`src/rtl/video_timing_gen.sv`:
```
// Raster timing generator: pixel/line counters with registered, mutually aligned sync and strobes.
// Optional 16-bit frame counter enabled by defining VTC_FRAME_COUNT_EN.
module video_timing_gen #(
   parameter int unsigned H_ACTIVE   = 640,
   parameter int unsigned H_FP       = 16,
   parameter int unsigned H_SYNC     = 96,
   parameter int unsigned H_BP       = 48,
   parameter int unsigned V_ACTIVE   = 480,
   parameter int unsigned V_FP       = 10,
   parameter int unsigned V_SYNC     = 2,
   parameter int unsigned V_BP       = 33,
   parameter bit          H_SYNC_POL = 1'b0,
   parameter bit          V_SYNC_POL = 1'b0,
   parameter int unsigned CW         = 12
) (
   input  logic          clock_in,
   input  logic          reset,
   input  logic          enable,
   output logic          hsync,
   output logic          vsync,
   output logic [CW-1:0] hcount,
   output logic [CW-1:0] vcount,
   output logic          video_active,
   output logic          sof,
   output logic          eol
`ifdef VTC_FRAME_COUNT_EN
   ,
   output logic [15:0]   frame_count
`endif
);

   localparam logic [31:0] H_TOTAL  = 32'(H_ACTIVE + H_FP + H_SYNC + H_BP);
   localparam logic [31:0] V_TOTAL  = 32'(V_ACTIVE + V_FP + V_SYNC + V_BP);
   localparam logic [31:0] HS_FIRST = 32'(H_ACTIVE + H_FP);
   localparam logic [31:0] HS_LAST  = 32'(H_ACTIVE + H_FP + H_SYNC - 1);
   localparam logic [31:0] VS_FIRST = 32'(V_ACTIVE + V_FP);
   localparam logic [31:0] VS_LAST  = 32'(V_ACTIVE + V_FP + V_SYNC - 1);

   localparam logic [CW-1:0] H_LAST_C   = CW'(H_TOTAL - 1);
   localparam logic [CW-1:0] V_LAST_C   = CW'(V_TOTAL - 1);
   localparam logic [CW-1:0] H_ACT_C    = CW'(H_ACTIVE);
   localparam logic [CW-1:0] V_ACT_C    = CW'(V_ACTIVE);
   localparam logic [CW-1:0] H_EOL_C    = CW'(H_ACTIVE - 1);
   localparam logic [CW-1:0] HS_FIRST_C = CW'(HS_FIRST);
   localparam logic [CW-1:0] HS_LAST_C  = CW'(HS_LAST);
   localparam logic [CW-1:0] VS_FIRST_C = CW'(VS_FIRST);
   localparam logic [CW-1:0] VS_LAST_C  = CW'(VS_LAST);

   logic [CW-1:0] hcount_q, hcount_d;
   logic [CW-1:0] vcount_q, vcount_d;
   logic          hsync_q, hsync_d;
   logic          vsync_q, vsync_d;
   logic          active_q, active_d;
   logic          sof_q, sof_d;
   logic          eol_q, eol_d;
   logic          h_wrap;

   // Qualifiers are decoded from the next coordinates so that, once registered,
   // they line up with the coordinates presented in the same cycle.
   always_comb begin
      h_wrap   = (hcount_q == H_LAST_C);
      hcount_d = h_wrap ? '0 : hcount_q + CW'(1);
      vcount_d = vcount_q;
      if (h_wrap) begin
         vcount_d = (vcount_q == V_LAST_C) ? '0 : vcount_q + CW'(1);
      end
      hsync_d  = ((hcount_d >= HS_FIRST_C) && (hcount_d <= HS_LAST_C)) ? H_SYNC_POL : ~H_SYNC_POL;
      vsync_d  = ((vcount_d >= VS_FIRST_C) && (vcount_d <= VS_LAST_C)) ? V_SYNC_POL : ~V_SYNC_POL;
      active_d = (hcount_d < H_ACT_C) && (vcount_d < V_ACT_C);
      sof_d    = (hcount_d == '0) && (vcount_d == '0);
      eol_d    = (hcount_d == H_EOL_C) && (vcount_d < V_ACT_C);
   end

   // Reset parks the generator on the last pixel of a frame so the first
   // enabled clock lands on (0,0) with sof raised.
   always_ff @(posedge clock_in or negedge reset) begin
      if (!reset) begin
         hcount_q <= H_LAST_C;
         vcount_q <= V_LAST_C;
         hsync_q  <= ~H_SYNC_POL;
         vsync_q  <= ~V_SYNC_POL;
         active_q <= 1'b0;
         sof_q    <= 1'b0;
         eol_q    <= 1'b0;
      end else if (enable) begin
         hcount_q <= hcount_d;
         vcount_q <= vcount_d;
         hsync_q  <= hsync_d;
         vsync_q  <= vsync_d;
         active_q <= active_d;
         sof_q    <= sof_d;
         eol_q    <= eol_d;
      end else begin
         sof_q    <= 1'b0;
         eol_q    <= 1'b0;
      end
   end

`ifdef VTC_FRAME_COUNT_EN
   logic [15:0] frame_count_q;

   always_ff @(posedge clock_in or negedge reset) begin
      if (!reset) begin
         frame_count_q <= 16'hFFFF;
      end else if (enable && sof_d) begin
         frame_count_q <= frame_count_q + 16'd1;
      end
   end

   assign frame_count = frame_count_q;
`endif

   assign hcount       = hcount_q;
   assign vcount       = vcount_q;
   assign hsync        = hsync_q;
   assign vsync        = vsync_q;
   assign video_active = active_q;
   assign sof          = sof_q;
   assign eol          = eol_q;

endmodule

```
`config.mk`:
```
export PLATFORM = sky130hd
export DESIGN_NAME = video_timing_gen
export DESIGN_NICKNAME = d
export VERILOG_FILES = /design/src/rtl/video_timing_gen.sv
export SDC_FILE = /design/constraint.sdc
export NUM_CORES = 1
export LEC_CHECK = 0
export ABC_AREA = 1
export CAP_MARGIN = 20
export CORE_MARGIN = 2
export CORE_UTILIZATION = 30
export DETAILED_ROUTE_END_ITERATION = 6
export PLACE_DENSITY = 0.61
export SLEW_MARGIN = 20
export SYNTH_ARGS = -nofsm -noshare
export SYNTH_HDL_FRONTEND = slang
export SYNTH_SLANG_ARGS = --single-unit
```
`constraint.sdc`:
```
create_clock -name clock_in -period 2 [get_ports clock_in]
set_input_delay 0.3 -clock clock_in [delete_from_list [all_inputs] [get_ports clock_in]]
set_output_delay 0.3 -clock clock_in [all_outputs]
set_load 0.01 [all_outputs]
```
==> impl_metrics.ini <==
[clock_tree]
clk_pin_slew_ns = 0.07
clk-insertion-delay-late_ns = 0.29
cts_max_level = 2
cts_tree = done
numCtsBuffers = 5
cts-root-buf = clkbuf_8
clkSinkCount = 29
holdBufCountCts = 0
clock_path_buffers = 2

[synthesis]
netlist_area_um2 = 2060
synth.avg_cell_area_um2 = 6.62
post-synth-top-area-fraction = 0.207
syn_nets = 319
yosysTopAreaCell = dfrtp_1
ys_ff_latch = 29
ys_seq_area_frac = 0.360
yosysWarnings = 0
synth_cell_types = 27
netlist_top_cells_area = dfrtp_1 21%, nand2_1 18%, dfstp_2 15%
syn_inst = 311

[timing]
max_freq_mhz = 527
post-route-period-util = 0.949
holdWs_ns = 0.404
setup_viol = 0
skew_ns = 0.00699
worst_slew_pin_slew_ns = 0.378
min_period_ns = 1.90
slew_violations = 0
slew_headroom = 0.748
rsz0062_at_grt = yes
fin_ws_ns = 0.102
hold_viol = 0

[routing]
wl_um = 6130
vias_per_cell = 4.91
drt_pass1_iterations = 4
wl_per_cell_um = 13.3
via_count = 2264
drc = 0
ant_nets = 0
drtIter0Drc = 112

[finish]
antennaDiodeCount = 0
fin_nets = 388
area_growth_syn_to_layout_pct = 42.5
final_cells = 461
layout-drive-gt1-share = 0.231
multiInputGateArea_um2 = 1260
n_fill_cell = 694
seq_area_um2 = 741

[global_route]
track_usage = 0.170
first_global_vias = 2150
grt_max_degree = 30
grt-ovfl-total = 0
grt_first_pass_wirelength_um = 10000
antenna_found_initial = 0

[power_and_ir_drop]
p_leak_nw = 1.40
powerDensity_nw_per_um2 = 838
worst_ir_drop_vdd_mv = 0.437

[floorplanning]
die_x_um = 86.8
start_util = 0.306
die_y_um = 86.8
core_area_um2 = 6720
dieArea_um2 = 7540
fp-row-count = 30
io_pins = 32

[setup_path]
end_kind = flop
cp_max_fo = 8
crit_required_ns = 2.23
rr_worst_depth = 15
reg2reg_slack_ns = 0.10
worstReg2RegStart = hcount[0]
r2r-end = vsync
crit_path_start_kind = flop
crit_type = flop to flop
worstPathArrival_ns = 2.13

[placed_design]
port_buffers = 31
pre_cts_slack_ns = -0.0103
dp_hpwl_um = 4420
dpl.cell_count = 445
place_congestion = 0.895

[run]
drv_cap = 0

[hold_path]
hp-class = primary input to async pin

[outcome]
status = completed
[worst max-delay path: stages, from the launching register on]
cell     delay (ns)
dfstp_2        0.56
ha_4           0.15
nand2_4        0.06
nor2_4         0.12
nand2_4        0.10
nor2_8         0.15
buf_6          0.16
nand3_2        0.08
nand2_2        0.08
nand2_1        0.05
inv_1          0.05
nand2_1        0.04
nor2_1         0.08
nand2_1        0.05
nand2_1        0.05
nand2_1        0.05
[state kept, by name, summed over array words and instances, names as in the netlist]
signal        count
hcount           12
video_active      1
sof               1
vsync             1
vcount           12
hsync             1
eol               1
[worst max path at each step]
stage	slack, ns	depth (start not counted)	start	endpoint
floorplan	0.06	12	hcount[1]	video_active
global placement	0.01	11	hcount[0]	eol
detailed placement	-0.01	12	hcount[0]	vsync
CTS	0.003	15	hcount[0]	vsync
global route	-0.04	12	hcount[0]	vsync
finish	0.10	15	hcount[0]	vsync
[power by group]
group / internal [W] / total, W / switching, W
clock: 0.000280 / 0.000518 / 0.000238
sequential: 0.000744 / 0.000872 / 0.000127
combinational: 0.000503 / 0.00107 / 0.000566
total: 0.00153 / 0.00246 / 0.000930
[what timing repair did]
action,4_1_cts,5_1_grt
resized for setup,2,34
buffers inserted,3,4
gates cloned,1,0
pin swaps,1,18
setup endpoints to repair,3,6
[per-layer routing]
metal	vias to the layer above	global-route usage	share of wire
li1	1130	-	-
met1	1082	0.222	0.47
met2	43	0.279	0.48
met3	9	0.0343	0.040
met4	0	0.0568	0.013
met5	-	0	0
[synthesized netlist by cell type]
master,number
nor2_8,1
nand2_2,1
nor2_2,1
clkinv_1,1
nand2_4,1
clkbuf_1,4
buf_2,1
nor2_1,41
o21ai_1,3
nand4_1,11
xnor2_1,2
dfstp_2,12
buf_8,1
inv_1,37
o21a_1,1
nand3b_1,2
o21ai_0,26
ha_1,5
a21oi_1,1
nor3_1,5
buf_1,1
dfrtp_1,17
xor2_1,7
nand2_1,101
nand3_1,25
nor2_4,1
o21bai_1,2
[cell usage in the layout, fill, tap and decap left out, drive strengths merged]
| cell | netlist | routed |
|---|---|---|
| nand2 | 103 | 103 |
| nor2 | 44 | 45 |
| inv | 37 | 37 |
| buf | 3 | 37 |
| clkdlybuf4s50 | 0 | 31 |
| o21ai | 29 | 29 |
| nand3 | 25 | 25 |
| dfrtp | 17 | 17 |
| dfstp | 12 | 12 |
| nand4 | 11 | 11 |
| clkbuf | 4 | 8 |
| xor2 | 7 | 7 |
| nor3 | 5 | 5 |
| ha | 5 | 5 |
| xnor2 | 2 | 2 |
| nand3b | 2 | 2 |
| o21bai | 2 | 2 |
| clkinv | 1 | 1 |
| a21oi | 1 | 1 |
| o21a | 1 | 1 |
[cell families (layout without fill, tap and decap cells)]
family / Yosys count / in the layout / share of synthesized area
AOI/OAI and AO/OA: 33 / 33 / 0.0839
xor gates and xnor gates: 9 / 9 / 0.0383
adders and majority gates: 5 / 5 / 0.0304
buffers and inverters: 45 / 114 / 0.0881
DFF: 29 / 29 / 0.360
and+or+nand+nor: 190 / 191 / 0.399
[final cells by class]
type,instances,share of cell area
Sequential cell,29,0.253
Inverter,38,0.0486
Tap cell,80,0.0341
Clock buffer,8,0.0307
Multi-Input combinational cell,238,0.430
Timing Repair Buffer,68,0.204
[metrics by stage]
| stage | TNS [ns] | cell area (µm²) | total power (W) | util |
|---|---|---|---|---|
| detailed placement | -0.0103 | 2660 | 0.00188 | 0.395 |
| global route | -0.108 | 2930 | 0.00264 | 0.436 |
| finish | 0 | 2930 | 0.00246 | 0.436 |
| floorplan | 0 | 2060 | 0.00137 | - |
| global placement | 0 | 2660 | 0.00188 | 0.395 |
| CTS | 0 | 2780 | 0.00241 | 0.414 |
Note: power is estimated with default switching activity, not from simulation.
==> RTL edit: new RTL, same flow settings <==
Set the parameter `CW` to 14 (it was 12).
--- a/src/rtl/video_timing_gen.sv
+++ b/src/rtl/video_timing_gen.sv
@@ -13,3 +13,3 @@
    parameter bit          V_SYNC_POL = 1'b0,
-   parameter int unsigned CW         = 12
+   parameter int unsigned CW         = 14
 ) (
Ports: changed (resized hcount and vcount); port bits go from 32 to 36. No check against the original RTL was run, so the function may have changed too.
==> RTL edit against the original RTL <==
  * The run now ends with negative setup slack left
  * Synthesized area increased by 23%
  * Sequential cell count grew 4
  * Power rose by 19%
  * Final area rose by 19%
  * First-iteration DRC count increased by 56%
  * Sequential power increased by 18%
  * Routed wire length grew 23%
  * Via count grew 21%
  * Clock skew is 0.0079 ns higher
  * Setup slack got worse by 0.14 ns
  * Critical path type unchanged
==> RTL edit: results (changes against the original RTL) <==
stage	metric	value	unit	change
synthesis	async_reset_ff_share	100	%	unchanged
place	dp.cells	554		+24%
synthesis	yosysSeqAreaShare	33.1	%	-2.9 points
synthesis	synth.area.mux_share	0	%	unchanged
outcome	violations	negative setup slack		
timing	fin_ws	-0.0427	ns	-0.145 ns
layout	antenna_cells	0		unchanged
synthesis	syn_nets	413		+29%
synthesis	synth_ff_type	dfrtp_1		
synthesis	synth_fa_ha_area_share	2.46	%	-0.58 points
worst_setup_path	path_delay_family	simple AND/OR/NAND/NOR gates		
grt	grt_antenna_before_repair	0		unchanged
worst_setup_path	ff2ff_path_depth	14		-1
power	p_comb	1.32	mW	+23%
clock_tree	numCtsBuffers	5		unchanged
grt	grt_max_degree	34		+13%
layout	layout-drive-gt1-share	22.7	%	-0.40 points
power	clk-power	585	uW	+13%
power	peakVddDrop	590	uV	+35%
grt	grt_pass1_wl	12500	um	+25%
timing	hold_slack	0.421	ns	+0.0172 ns
routing	viasPerCell	4.79		-2.5%
timing	fin_worst_skew	0.0149	ns	+0.00786 ns
grt	first_global_vias	2626		+22%
synthesis	synth_compound_area_share	7.78	%	-0.61 points
worst_setup_path	crit_fanout	5		-3
layout	fillerInstances	857		+23%
clock_tree	clockBufferDepth	2		unchanged
layout	nets	474		+22%
clock_tree	cts_setup_buffers	4		+1
power	leakagePower	1.61	nW	+14%
worst_setup_path	critPathMaxStageDelay	0.57	ns	
clock_tree	root_buffer	clkbuf_8		
place	dp_hpwl	5400	um	+22%
place	io_buffer_count	35		+13%
timing	tightest_slew	0.825	ns	+0.447 ns
worst_setup_path	cp.arrival	2.23	ns	+0.10 ns
place	place_congestion	0.892		-0.30%
synthesis	yosys-top-cells-count	nand2_1, nor2_1, inv_1, nand3_1, o21ai_0		
clock_tree	clk_latency	0.30	ns	
timing	setup-violations-final	3		+3
synthesis	synth_area_leaders	dfrtp_1, nand2_1, dfstp_2, nand3_1, nor2_1		
synthesis	avgSynthCellArea	6.27	sq um	-5.2%
synthesis	yosys_warnings	0		unchanged
outcome	status	complete, but fails checks		
synthesis	synth.distinct_cells	29		+7.4%
layout	stdcell_count	572		+24%
clock_tree	ctsResizeCount	18		+16
run	maxCapViolations	0		unchanged
synthesis	synthXorXnorAreaFrac	1.72	%	-2.1 points
routing	routedWlPerCell	13.2	um	-0.95%
power	p_sw_share	41.4	%	+3.5 points
routing	dr.pass1.iters	5		+1
worst_setup_path	reg2reg_from	hcount[0]		
grt	grt_usage	17.4	%	+0.48 points
worst_setup_path	regToRegEndpoint	video_active		
routing	drtIter0Drc	175		+56%
## RTL edit: changes by cell type after synthesis, moves of 4 or more
| cell | unedited run | this run |
|---|---|---|
| o21ai_0 | 26 | 30 |
| nor2_2 | 1 | 10 |
| nand3_1 | 25 | 41 |
| inv_1 | 37 | 43 |
| inv_2 | 0 | 8 |
| nand2_2 | 1 | 7 |
| nand2_1 | 101 | 130 |
| dfrtp_1 | 17 | 21 |
| nor2_1 | 41 | 54 |
## RTL edit: routing by layer
| layer | part of all wire, % | GRT usage, % |
|---|---|---|
| met1 | 45 | 22.7 |
| met4 | 1.3 | 5.36 |
| met5 | 0 | 0 |
| met2 | 49 | 29.3 |
| met3 | 4.5 | 3.21 |
## RTL edit: per-stage QoR
stage / utilization [%] / instance area, sq um / setup WS, ns / power (mW) / TNS, ns
after floorplan: - / 2540 / 0.0785 / 1.67 / 0
after global placement: 38.1 / 3130 / -0.0484 / 2.21 / -0.0664
after detailed placement: 38.1 / 3130 / -0.0893 / 2.22 / -0.227
after CTS: 40.7 / 3340 / 0.00190 / 2.88 / 0
after global routing: 42.4 / 3480 / -0.156 / 3.15 / -0.612
final: 42.4 / 3480 / -0.0427 / 2.94 / -0.0629
## RTL edit: final cells by class
type	instances	area share, %
Multi-Input combinational cell	312	46.9
Sequential cell	33	24.1
Timing Repair Buffer	61	16.5
Inverter	53	5.78
Tap cell	105	3.77
Clock buffer	7	2.77
Clock inverter	1	0.144
## RTL edit: worst max path at each step
stage | from | end | slack [ns] | cells after the start
6_report | hcount[0] | video_active | -0.04 | 14
5_1_grt | hcount[0] | eol | -0.16 | 12
4_1_cts | hcount[0] | video_active | 0.002 | 11
3_5_place_dp | hcount[0] | video_active | -0.09 | 14
3_3_place_gp | hcount[0] | video_active | -0.05 | 14
2_1_floorplan | hcount[1] | video_active | 0.08 | 14
